===== config.mk =====
export PLATFORM = sky130hd
export DESIGN_NAME = accum_seq_ctrl
export DESIGN_NICKNAME = d
export VERILOG_FILES = /design/src/rtl/accum_pkg.sv /design/src/rtl/accum_res_fifo.sv /design/src/rtl/accum_seq_ctrl.sv
export SDC_FILE = /design/constraint.sdc
export NUM_CORES = 1
export LEC_CHECK = 0
export ABC_CLOCK_PERIOD_IN_PS = 4160
export BUFFER_PORTS_ARGS = -buffer_cell sky130_fd_sc_hd__buf_2
export CORE_ASPECT_RATIO = 0.75
export CORE_UTILIZATION = 50
export DETAILED_ROUTE_END_ITERATION = 10
export GPL_ROUTABILITY_DRIVEN = 0
export PLACE_DENSITY_LB_ADDON = 0.25
export SKIP_CTS_REPAIR_TIMING = 1
export SYNTH_ARGS = -nofsm -noshare
export SYNTH_HDL_FRONTEND = slang
export SYNTH_SLANG_ARGS = --single-unit

===== constraint.sdc =====
create_clock -name clk_i -period 4.16 [get_ports clk_i]
set_input_delay 0 -clock clk_i [delete_from_list [all_inputs] [get_ports clk_i]]
set_output_delay 0 -clock clk_i [all_outputs]
set_load 0.01 [all_outputs]

===== src/rtl/accum_pkg.sv =====
// Shared types and constants for the accumulation-buffer sequencer.
// Clamp bounds are used only when ACCUM_SEQ_CLAMP_EN is defined.
package accum_pkg;

  localparam int ACC_DATA_W = 32;
  localparam int CLAMP_MIN  = -128;
  localparam int CLAMP_MAX  = 127;

  typedef enum logic [1:0] {
    IDLE  = 2'd0,
    ACCUM = 2'd1,
    READ  = 2'd2
  } acc_state_e;

endpackage


===== src/rtl/accum_res_fifo.sv =====
// Synchronous result FIFO, registered storage, power-of-two depth.
// Ports: push_i/push_data_i in, pop_i in, head_o/count_o/full_o/empty_o out.
module accum_res_fifo #(
  parameter int DW    = 32,
  parameter int DEPTH = 4,
  localparam int AW   = $clog2(DEPTH)
) (
  input  logic          clk_i,
  input  logic          rst_ni,
  input  logic          push_i,
  input  logic [DW-1:0] push_data_i,
  input  logic          pop_i,
  output logic [DW-1:0] head_o,
  output logic [AW:0]   count_o,
  output logic          full_o,
  output logic          empty_o
);

  logic [DW-1:0] mem_q [DEPTH];
  logic [AW-1:0] wptr_q, wptr_d;
  logic [AW-1:0] rptr_q, rptr_d;
  logic [AW:0]   count_q, count_d;
  logic          do_push, do_pop;

  assign full_o  = (count_q == (AW+1)'(DEPTH));
  assign empty_o = (count_q == '0);
  assign count_o = count_q;
  assign head_o  = mem_q[rptr_q];

  always_comb begin
    do_push = push_i && (!full_o || pop_i);
    do_pop  = pop_i && !empty_o;
    wptr_d  = wptr_q + AW'(do_push);
    rptr_d  = rptr_q + AW'(do_pop);
    count_d = count_q;
    if (do_push && !do_pop) count_d = count_q + 1'b1;
    if (!do_push && do_pop) count_d = count_q - 1'b1;
  end

  always_ff @(posedge clk_i or negedge rst_ni) begin
    if (!rst_ni) begin
      wptr_q  <= '0;
      rptr_q  <= '0;
      count_q <= '0;
    end else begin
      wptr_q  <= wptr_d;
      rptr_q  <= rptr_d;
      count_q <= count_d;
    end
  end

  always_ff @(posedge clk_i) begin
    if (do_push) mem_q[wptr_q] <= push_data_i;
  end

endmodule


===== src/rtl/accum_seq_ctrl.sv =====
// Sequencer for the per-lane accumulation buffer: writes partial sums,
// issues one read/clear per group and queues results in a small FIFO.
// Ports: cfg_* config, psum_* in stream, acc_* buffer side,
// res_* out stream, busy_o/fifo_count_o status.
// Option ACCUM_SEQ_CLAMP_EN: clamp pushed result to signed [-128,127].
module accum_seq_ctrl
  import accum_pkg::*;
#(
  parameter int DATA_W     = ACC_DATA_W,
  parameter int LEN_W      = 8,
  parameter int FIFO_DEPTH = 4,
  localparam int CNT_W     = $clog2(FIFO_DEPTH) + 1
) (
  input  logic              clk_i,
  input  logic              rst_ni,
  input  logic [LEN_W-1:0]  cfg_acc_len_i,
  input  logic [DATA_W-1:0] cfg_zero_point_i,
  input  logic              psum_valid_i,
  output logic              psum_ready_o,
  input  logic [DATA_W-1:0] psum_data_i,
  output logic              acc_write_en_o,
  output logic [DATA_W-1:0] acc_data_o,
  output logic              acc_read_en_o,
  output logic [DATA_W-1:0] acc_zero_point_o,
  input  logic [DATA_W-1:0] acc_data_i,
  output logic              res_valid_o,
  input  logic              res_ready_i,
  output logic [DATA_W-1:0] res_data_o,
  output logic              busy_o,
  output logic [CNT_W-1:0]  fifo_count_o
);

  acc_state_e        state_q, state_d;
  logic [LEN_W-1:0]  cnt_q, cnt_d;
  logic [LEN_W-1:0]  len_q, len_d;
  logic [DATA_W-1:0] zp_q, zp_d;
  logic [LEN_W-1:0]  len_eff;
  logic [DATA_W-1:0] push_data;
  logic              hs;
  logic              fifo_full;
  logic              fifo_empty;

  // A free slot is required up front so the group's result never overflows.
  assign psum_ready_o = rst_ni && (state_q != READ) && !fifo_full;
  assign hs           = psum_valid_i && psum_ready_o;

  assign acc_write_en_o   = hs;
  assign acc_data_o       = psum_data_i;
  assign acc_read_en_o    = (state_q == READ);
  assign acc_zero_point_o = zp_q;

  assign res_valid_o = !fifo_empty;
  assign busy_o      = (state_q != IDLE) || !fifo_empty;

  assign len_eff = (cfg_acc_len_i == '0) ? LEN_W'(1) : cfg_acc_len_i;

  always_comb begin
    state_d = state_q;
    cnt_d   = cnt_q;
    len_d   = len_q;
    zp_d    = zp_q;
    unique case (state_q)
      IDLE: begin
        if (hs) begin
          len_d = len_eff;
          zp_d  = cfg_zero_point_i;
          cnt_d = LEN_W'(1);
          state_d = (len_eff == LEN_W'(1)) ? READ : ACCUM;
        end
      end
      ACCUM: begin
        if (hs) begin
          if (cnt_q == len_q - LEN_W'(1)) state_d = READ;
          else cnt_d = cnt_q + LEN_W'(1);
        end
      end
      READ: state_d = IDLE;
      default: state_d = IDLE;
    endcase
  end

  always_ff @(posedge clk_i or negedge rst_ni) begin
    if (!rst_ni) begin
      state_q <= IDLE;
      cnt_q   <= '0;
      len_q   <= LEN_W'(1);
      zp_q    <= '0;
    end else begin
      state_q <= state_d;
      cnt_q   <= cnt_d;
      len_q   <= len_d;
      zp_q    <= zp_d;
    end
  end

`ifdef ACCUM_SEQ_CLAMP_EN
  localparam logic signed [DATA_W-1:0] C_MAX = DATA_W'(CLAMP_MAX);
  localparam logic signed [DATA_W-1:0] C_MIN = DATA_W'(CLAMP_MIN);

  always_comb begin
    push_data = acc_data_i;
    if ($signed(acc_data_i) > C_MAX) push_data = C_MAX;
    else if ($signed(acc_data_i) < C_MIN) push_data = C_MIN;
  end
`else
  assign push_data = acc_data_i;
`endif

  accum_res_fifo #(
    .DW    (DATA_W),
    .DEPTH (FIFO_DEPTH)
  ) u_fifo (
    .clk_i       (clk_i),
    .rst_ni      (rst_ni),
    .push_i      (acc_read_en_o),
    .push_data_i (push_data),
    .pop_i       (res_ready_i),
    .head_o      (res_data_o),
    .count_o     (fifo_count_o),
    .full_o      (fifo_full),
    .empty_o     (fifo_empty)
  );

endmodule


* Yosys cells after proc, flatten, opt, wreduce, memory -nomap -nowiden
Memories as Yosys holds them, arrays and structs flattened.
Cells that the tools add are included.
** Cells by class
- Add/sub/neg operators :: 6
- Equality and inequality tests :: 10
- Muxes and demuxes :: 14
- Reductions and logical operators :: 22
** Operators with widths (number)
- 8-bit 2-to-1 mux :: 4
- 8-bit one-hot mux with 2 select lines :: 1
- 2-bit inequality test, second input constant :: 5
- 8-bit by 1-bit adder with 8-bit output, second input constant :: 1
- 8-bit by 1-bit equality test with 1-bit output, second input constant :: 1
- 8-bit equality test :: 1
- 8-bit logical NOT :: 1
- 2-bit 2-to-1 mux :: 4
- 8-bit by 1-bit subtractor with 8-bit output, second input constant :: 1
- 1-bit logical AND :: 7
- 3-bit 2-to-1 mux :: 2
- 2-bit nonzero test :: 3
- 2-bit by 1-bit adder with 2-bit output :: 2
- 1-bit logical NOT :: 4
- 2-bit one-hot mux with 2 select lines :: 1
- 4-bit AND reduction :: 1
- 3-bit by 1-bit adder with 3-bit output, second input constant :: 1
- 3-bit equality test, second input constant :: 1
- 3-bit logical NOT :: 1
- 3-bit AND reduction :: 1
- 3-bit by 1-bit subtractor with 3-bit output, second input constant :: 1
- 2-bit by 1-bit equality test with 1-bit output, second input constant :: 1
- 2-bit equality test, second input constant :: 1
- 2-bit logical NOT :: 1
- 3 further kinds :: 5
** Word-level totals
- Register bits after elaboration :: 57
- RAM bits :: 128
- Memories :: 1
** Memory list
- u_fifo.mem_q :: depth 4, bits a word 32, read ports 1, clocked after memory_dff 0, write ports 1, line accum_res_fifo.sv:19 : logic [DW-1:0] mem_q [DEPTH];

* Logic depth before layout (Yosys ltp)
- Depth after elaboration :: 7
- Depth in mapped cells :: 9

* Modules after synthesis
Synthesis repeated with hierarchy kept, for this count alone.
** Second synthesis, totals
- Cell total of the unflattened synthesis :: 424
- Area, all modules :: 7641.1 um2
** By module, submodules not included
- accum_res_fifo :: times used 1, cells each 201, area an instance 5041.1 um2, sequential area each 4018.9 um2
- accum_seq_ctrl :: times used 1, cells each 223, area an instance 2600.0 um2, sequential area each 1252.5 um2

* Worst setup path before layout
No wires, ideal clock.
- Path kind :: reg2reg
- From :: register state_q[0]
- To :: memory u_fifo.mem_q[1][0], enable pin
- Data arrival time :: 3.259 ns
- Data required time :: 3.692 ns
- Path slack :: 0.433 ns
- Stages on the path, launching flop included :: 4
- Buffers on the path :: 0
- Path through :: dfrtp_1 > nor2b_2 > o21ai_1 > nor3b_1
** Between the ends
- Longest elaborated chain between the ends :: 4
** Ends and longest elaborated chain
- from (decl) :: line accum_seq_ctrl.sv:33 : acc_state_e state_q, state_d;
- from (signal assigned) :: line accum_seq_ctrl.sv:89 : state_q <= state_d;
- 2-bit equality test :: line accum_seq_ctrl.sv:49 : assign acc_read_en_o = (state_q == READ);
- net acc_read_en_o :: line accum_seq_ctrl.sv:23 : output logic acc_read_en_o,
- 1-bit logical AND :: line accum_res_fifo.sv:31 : do_push = push_i && (!full_o || pop_i);
- 1-bit 2-to-1 mux :: line accum_res_fifo.sv:53 : if (do_push) mem_q[wptr_q] <= push_data_i;
- 1-bit 2-to-1 mux (not written as such) :: line accum_res_fifo.sv:53
- to (decl) :: line accum_res_fifo.sv:19
The timed path passes the listed nets, and every way through them passes these cells.

* Worst setup path in the final report
- From :: register state_q[0]
- To :: register zp_q[5] (netlist: acc_zero_point_o[5])
** Between the ends
- Longest elaborated chain between the ends :: 5
- Elaborated cells on any way between the ends :: 6
- Those cells by class :: 1 x eq/ne; 5 x reduce/logical
** Ends and longest elaborated chain
- 2-bit inequality test :: line accum_seq_ctrl.sv:44 : assign psum_ready_o = rst_ni && (state_q != READ) && !fifo_full;
- 1-bit logical AND (2 in series) :: line accum_seq_ctrl.sv:44
- 1-bit logical AND :: line accum_seq_ctrl.sv:45 : assign hs = psum_valid_i && psum_ready_o;
- 2-bit AND reduction (no source line) *
- to (signal assigned) :: line accum_seq_ctrl.sv:92 : zp_q <= zp_d;
- to (decl) :: line accum_seq_ctrl.sv:36 : logic [DATA_W-1:0] zp_q, zp_d;
Every way passes the cells marked *; elsewhere a longest branch is shown, timed or not.
A chain may end at the register's enable or synchronous reset.

==> results.md <==
- Status: complete, no violations
- # fillers: 986
- Post-layout util: 0.664
- Largest family of logic cells by synthesized area: multiplexers
- Initial DRT Pass Iterations: 4
- Slowest CP cell: dfrtp_1
- WHS: 0.00000361 ns
- Ys flop type: edfxtp_1
- Drt initial violations: between 200 and 250
- Syn avg cell area: 18.1 um2
- Critical Path AT: ~2.8 ns
- Placed inst area: between 8000 and 9000 um2
- Peak supply drop: roughly 0.37 mV
- Vias in the first global route: a little over 4,000
- Worst hold path class: in2out
- Simple-Gate Fraction of Synth Area: 0.0438
- Max_slew headroom: 0.419
- Final critical-path setup slack: between 1.5 and 2 ns
- R2R Setup Slk: between 1.5 and 2 ns
- Synth Register Bits: roughly 190
- Total routed wirelength: around 15,000 um
- Yosys top cell area share: 0.508
- Number of I/O port buffers: 147
- Reg clk slew, reported paths: 0.07 ns
- Leakage: around 3.8 nW
- Top post-synthesis cells by area: edfxtp_1, dfrtp_1, mux4_2
- Clk root buf: clkbuf_16
- Layout area overhead: 28.1%
- TritonCTS Sinks: around 190
- Register area share after synthesis: 0.697
- Synth area leader: edfxtp_1
- GRT Util Overall: 0.190
- Chip width: 144 um
- Setup-failing EPs final: 0
- Ports: between 200 and 250
- H-Tree Depth: 4
- Netlist cell types: 52
- Max Fclk: ~400 MHz
- Final worst path period need: 2.51 ns
- DR WL/cell: roughly 18 um
- Max Clock Skew: between 0.03 and 0.04 ns
- Number of remaining DRC errors: 0
- Post-Syn Nets: ~530
- Critical setup path kind: reg2reg
- CP peak stage delay: roughly 0.53 ns
- Routed vias/inst: between 5 and 6
- Startpoint Class: flop
- Die Y: roughly 110 um
- Ys Warns: 0
- Worst skew pair latency: 0.44 ns
- Ant. Diodes: 0
- CTS max path bufs: 2
- Largest net degree at the start of global routing: 58
- Crit. End Element: flop
- Worst-Margin Slew: roughly 0.87 ns
- Total chip power: 5.94 mW
- Crit share post-route: 0.604
- DRT antenna net count: 0
- RSZ-0062 raised after global routing: false
- Async SR Flop Fraction: 0.308
- Layout cells sized above 1: 0.433
- Final hold vios: 0
- Gate Count Post-Synth: between 400 and 500
- Worst slack, placed: 1.68 ns
- Critical-path cell list: nor2b_2, and3b_1, and2_4, nand2b_4, nor2_4, buf_4, mux2_2
- Post-synth EDFFs: about 130
- Final Non-Filler Cells: 833
- Cell area after synthesis: around 7600 um2
- MaxCap Viol Count: 0
- Total grt overflow: 0
- Fin nets: roughly 730
- Die ar.: 15,600 um2
- Final Instance Area: between 9000 and 10,000 um2
- Pwr/cell area: a little over 600 nW/um2
- Initial antenna violation count: 0
- Post-synthesis xor/xnor area fraction: 0.0162
- Synth Area in Adders: 0.0109
- Post-synthesis mux area share: 0.155
- Cell Rows: 38
- WP data required: about 4.5 ns
- Initial Utilization: 0.518
- Worst-path fanout max: 24
- Post-synthesis compound-gate area fraction: 0.0296
- TritonCTS clock tree: done
- Core region area: 14,600 um2
- First-pass GRT wire length: approximately 21,000 um
- TNS Setup: 0 ns
- Max Slew Vio Count: 0
- Inserted Clock Buffers: 17
- Via count: 4,310
- Placed cells: approximately 730
- Post-DP HPWL: 9140 um
path summary, 6_finish.rpt:
kind,endpoint,start,cells after the start
max reg2reg,acc_zero_point_o[5]$_DFFE_PN0P_,state_q[0]$_DFFE_PN0P_,7
max,acc_zero_point_o[5]$_DFFE_PN0P_,state_q[0]$_DFFE_PN0P_,7
min,acc_data_o[8],psum_data_i[8],0
min in group asynchronous,acc_zero_point_o[27]$_DFFE_PN0P_,rst_ni,3
max in group asynchronous,u_fifo.rptr_q[0]$_DFF_PN0_,rst_ni,3
min reg2reg,state_q[0]$_DFFE_PN0P_,state_q[1]$_DFFE_PN0P_,1
cell usage in the layout (no fill, tap or decap), types with 2 or more instances in the layout:
master | synthesis | final
a211oi_1 | 2 | 2
a21o_1 | 3 | 3
a21oi_1 | 7 | 7
and3_1 | 4 | 3
and3_2 | 1 | 2
buf_2 | 8 | 147
buf_4 | 33 | 8
bufinv_16 | 0 | 3
clkbuf_16 | 0 | 17
clkinv_4 | 0 | 5
dfrtp_1 | 56 | 55
dlygate4sd3_1 | 0 | 74
edfxtp_1 | 128 | 128
ha_1 | 5 | 5
inv_1 | 15 | 15
inv_6 | 0 | 3
inv_8 | 0 | 4
mux2_2 | 37 | 37
mux2i_1 | 2 | 2
mux4_2 | 32 | 32
nand2_1 | 5 | 5
nand2b_1 | 3 | 3
nand3_1 | 7 | 7
nand4_1 | 2 | 2
nand4b_1 | 2 | 2
nor2_1 | 8 | 8
nor3_1 | 5 | 4
nor3b_2 | 0 | 2
nor4_1 | 2 | 2
o21ai_0 | 3 | 3
o21ai_1 | 2 | 2
or3_1 | 2 | 2
xnor2_1 | 6 | 6
xor2_1 | 8 | 8
per-layer routing:
| layer | part of all wire | global-route usage | up-vias |
|---|---|---|---|
| met3 | 0.057 | 0.0562 | 34 |
| li1 | - | - | 1978 |
| met4 | 0.022 | 0.106 | 0 |
| met1 | 0.42 | 0.251 | 2175 |
| met5 | 0 | 0 | - |
| met2 | 0.50 | 0.283 | 123 |
logic make-up (layout without fill, tap and decap cells):
kind of cell / Yosys count / in the layout
AO/OA/AOI/OAI: 27 / 27
flip-flops: 185 / 185
buffers and inverters: 61 / 276
XOR/XNOR: 14 / 14
AND/OR/NAND/NOR: 53 / 53
adder cells (fa/ha/maj): 6 / 6
multiplexers: 72 / 72
cell usage after synthesis, types with 2 or more instances:
| library cell | count |
|---|---|
| buf_2 | 8 |
| a211oi_1 | 2 |
| dfrtp_1 | 56 |
| mux2_2 | 37 |
| clkbuf_1 | 5 |
| nand4b_1 | 2 |
| or3_1 | 2 |
| a21oi_1 | 7 |
| nand4_1 | 2 |
| buf_4 | 33 |
| nand2_1 | 5 |
| o21ai_0 | 3 |
| and3_1 | 4 |
| nor3_1 | 5 |
| nor2_1 | 8 |
| a21o_1 | 3 |
| nand2b_1 | 3 |
| mux2i_1 | 2 |
| o21ai_1 | 2 |
| nor4_1 | 2 |
| nor3b_1 | 2 |
| inv_1 | 15 |
| xor2_1 | 8 |
| edfxtp_1 | 128 |
| nand3_1 | 7 |
| mux4_2 | 32 |
| xnor2_1 | 6 |
| ha_1 | 5 |
power by group:
group / internal, mW / switching, mW
registers: 2.23 / 0.296
logic: 0.915 / 0.814
clock network: 0.972 / 0.718
state kept, by name (all words and copies together), names as in the netlist:
signal            cells
acc_zero_point_o     32
cnt_q                 8
len_q                 8
state_q               2
u_fifo.count_o        3
u_fifo.mem_q        128
u_fifo.rptr_q         2
u_fifo.wptr_q         2
critical path, delay by kind of cell, from the launching register on:
kind,cells,cell delay (ns)
buffers and inverters,1,0.37
flip-flops,1,0.53
multiplexers,1,0.37
AND/OR/NAND/NOR,5,1.10
cell type report:
type	count	area [um2]	area share
clock buffers	17	425	0.0439
clock inverters	15	205	0.0212
inverters	15	56.3	0.00581
multi-input cells	172	1950	0.201
flip-flops and latches	185	5270	0.544
well taps	200	250	0.0258
repair buffers	229	1540	0.159
Note: power is estimated with default switching activity, not from simulation.
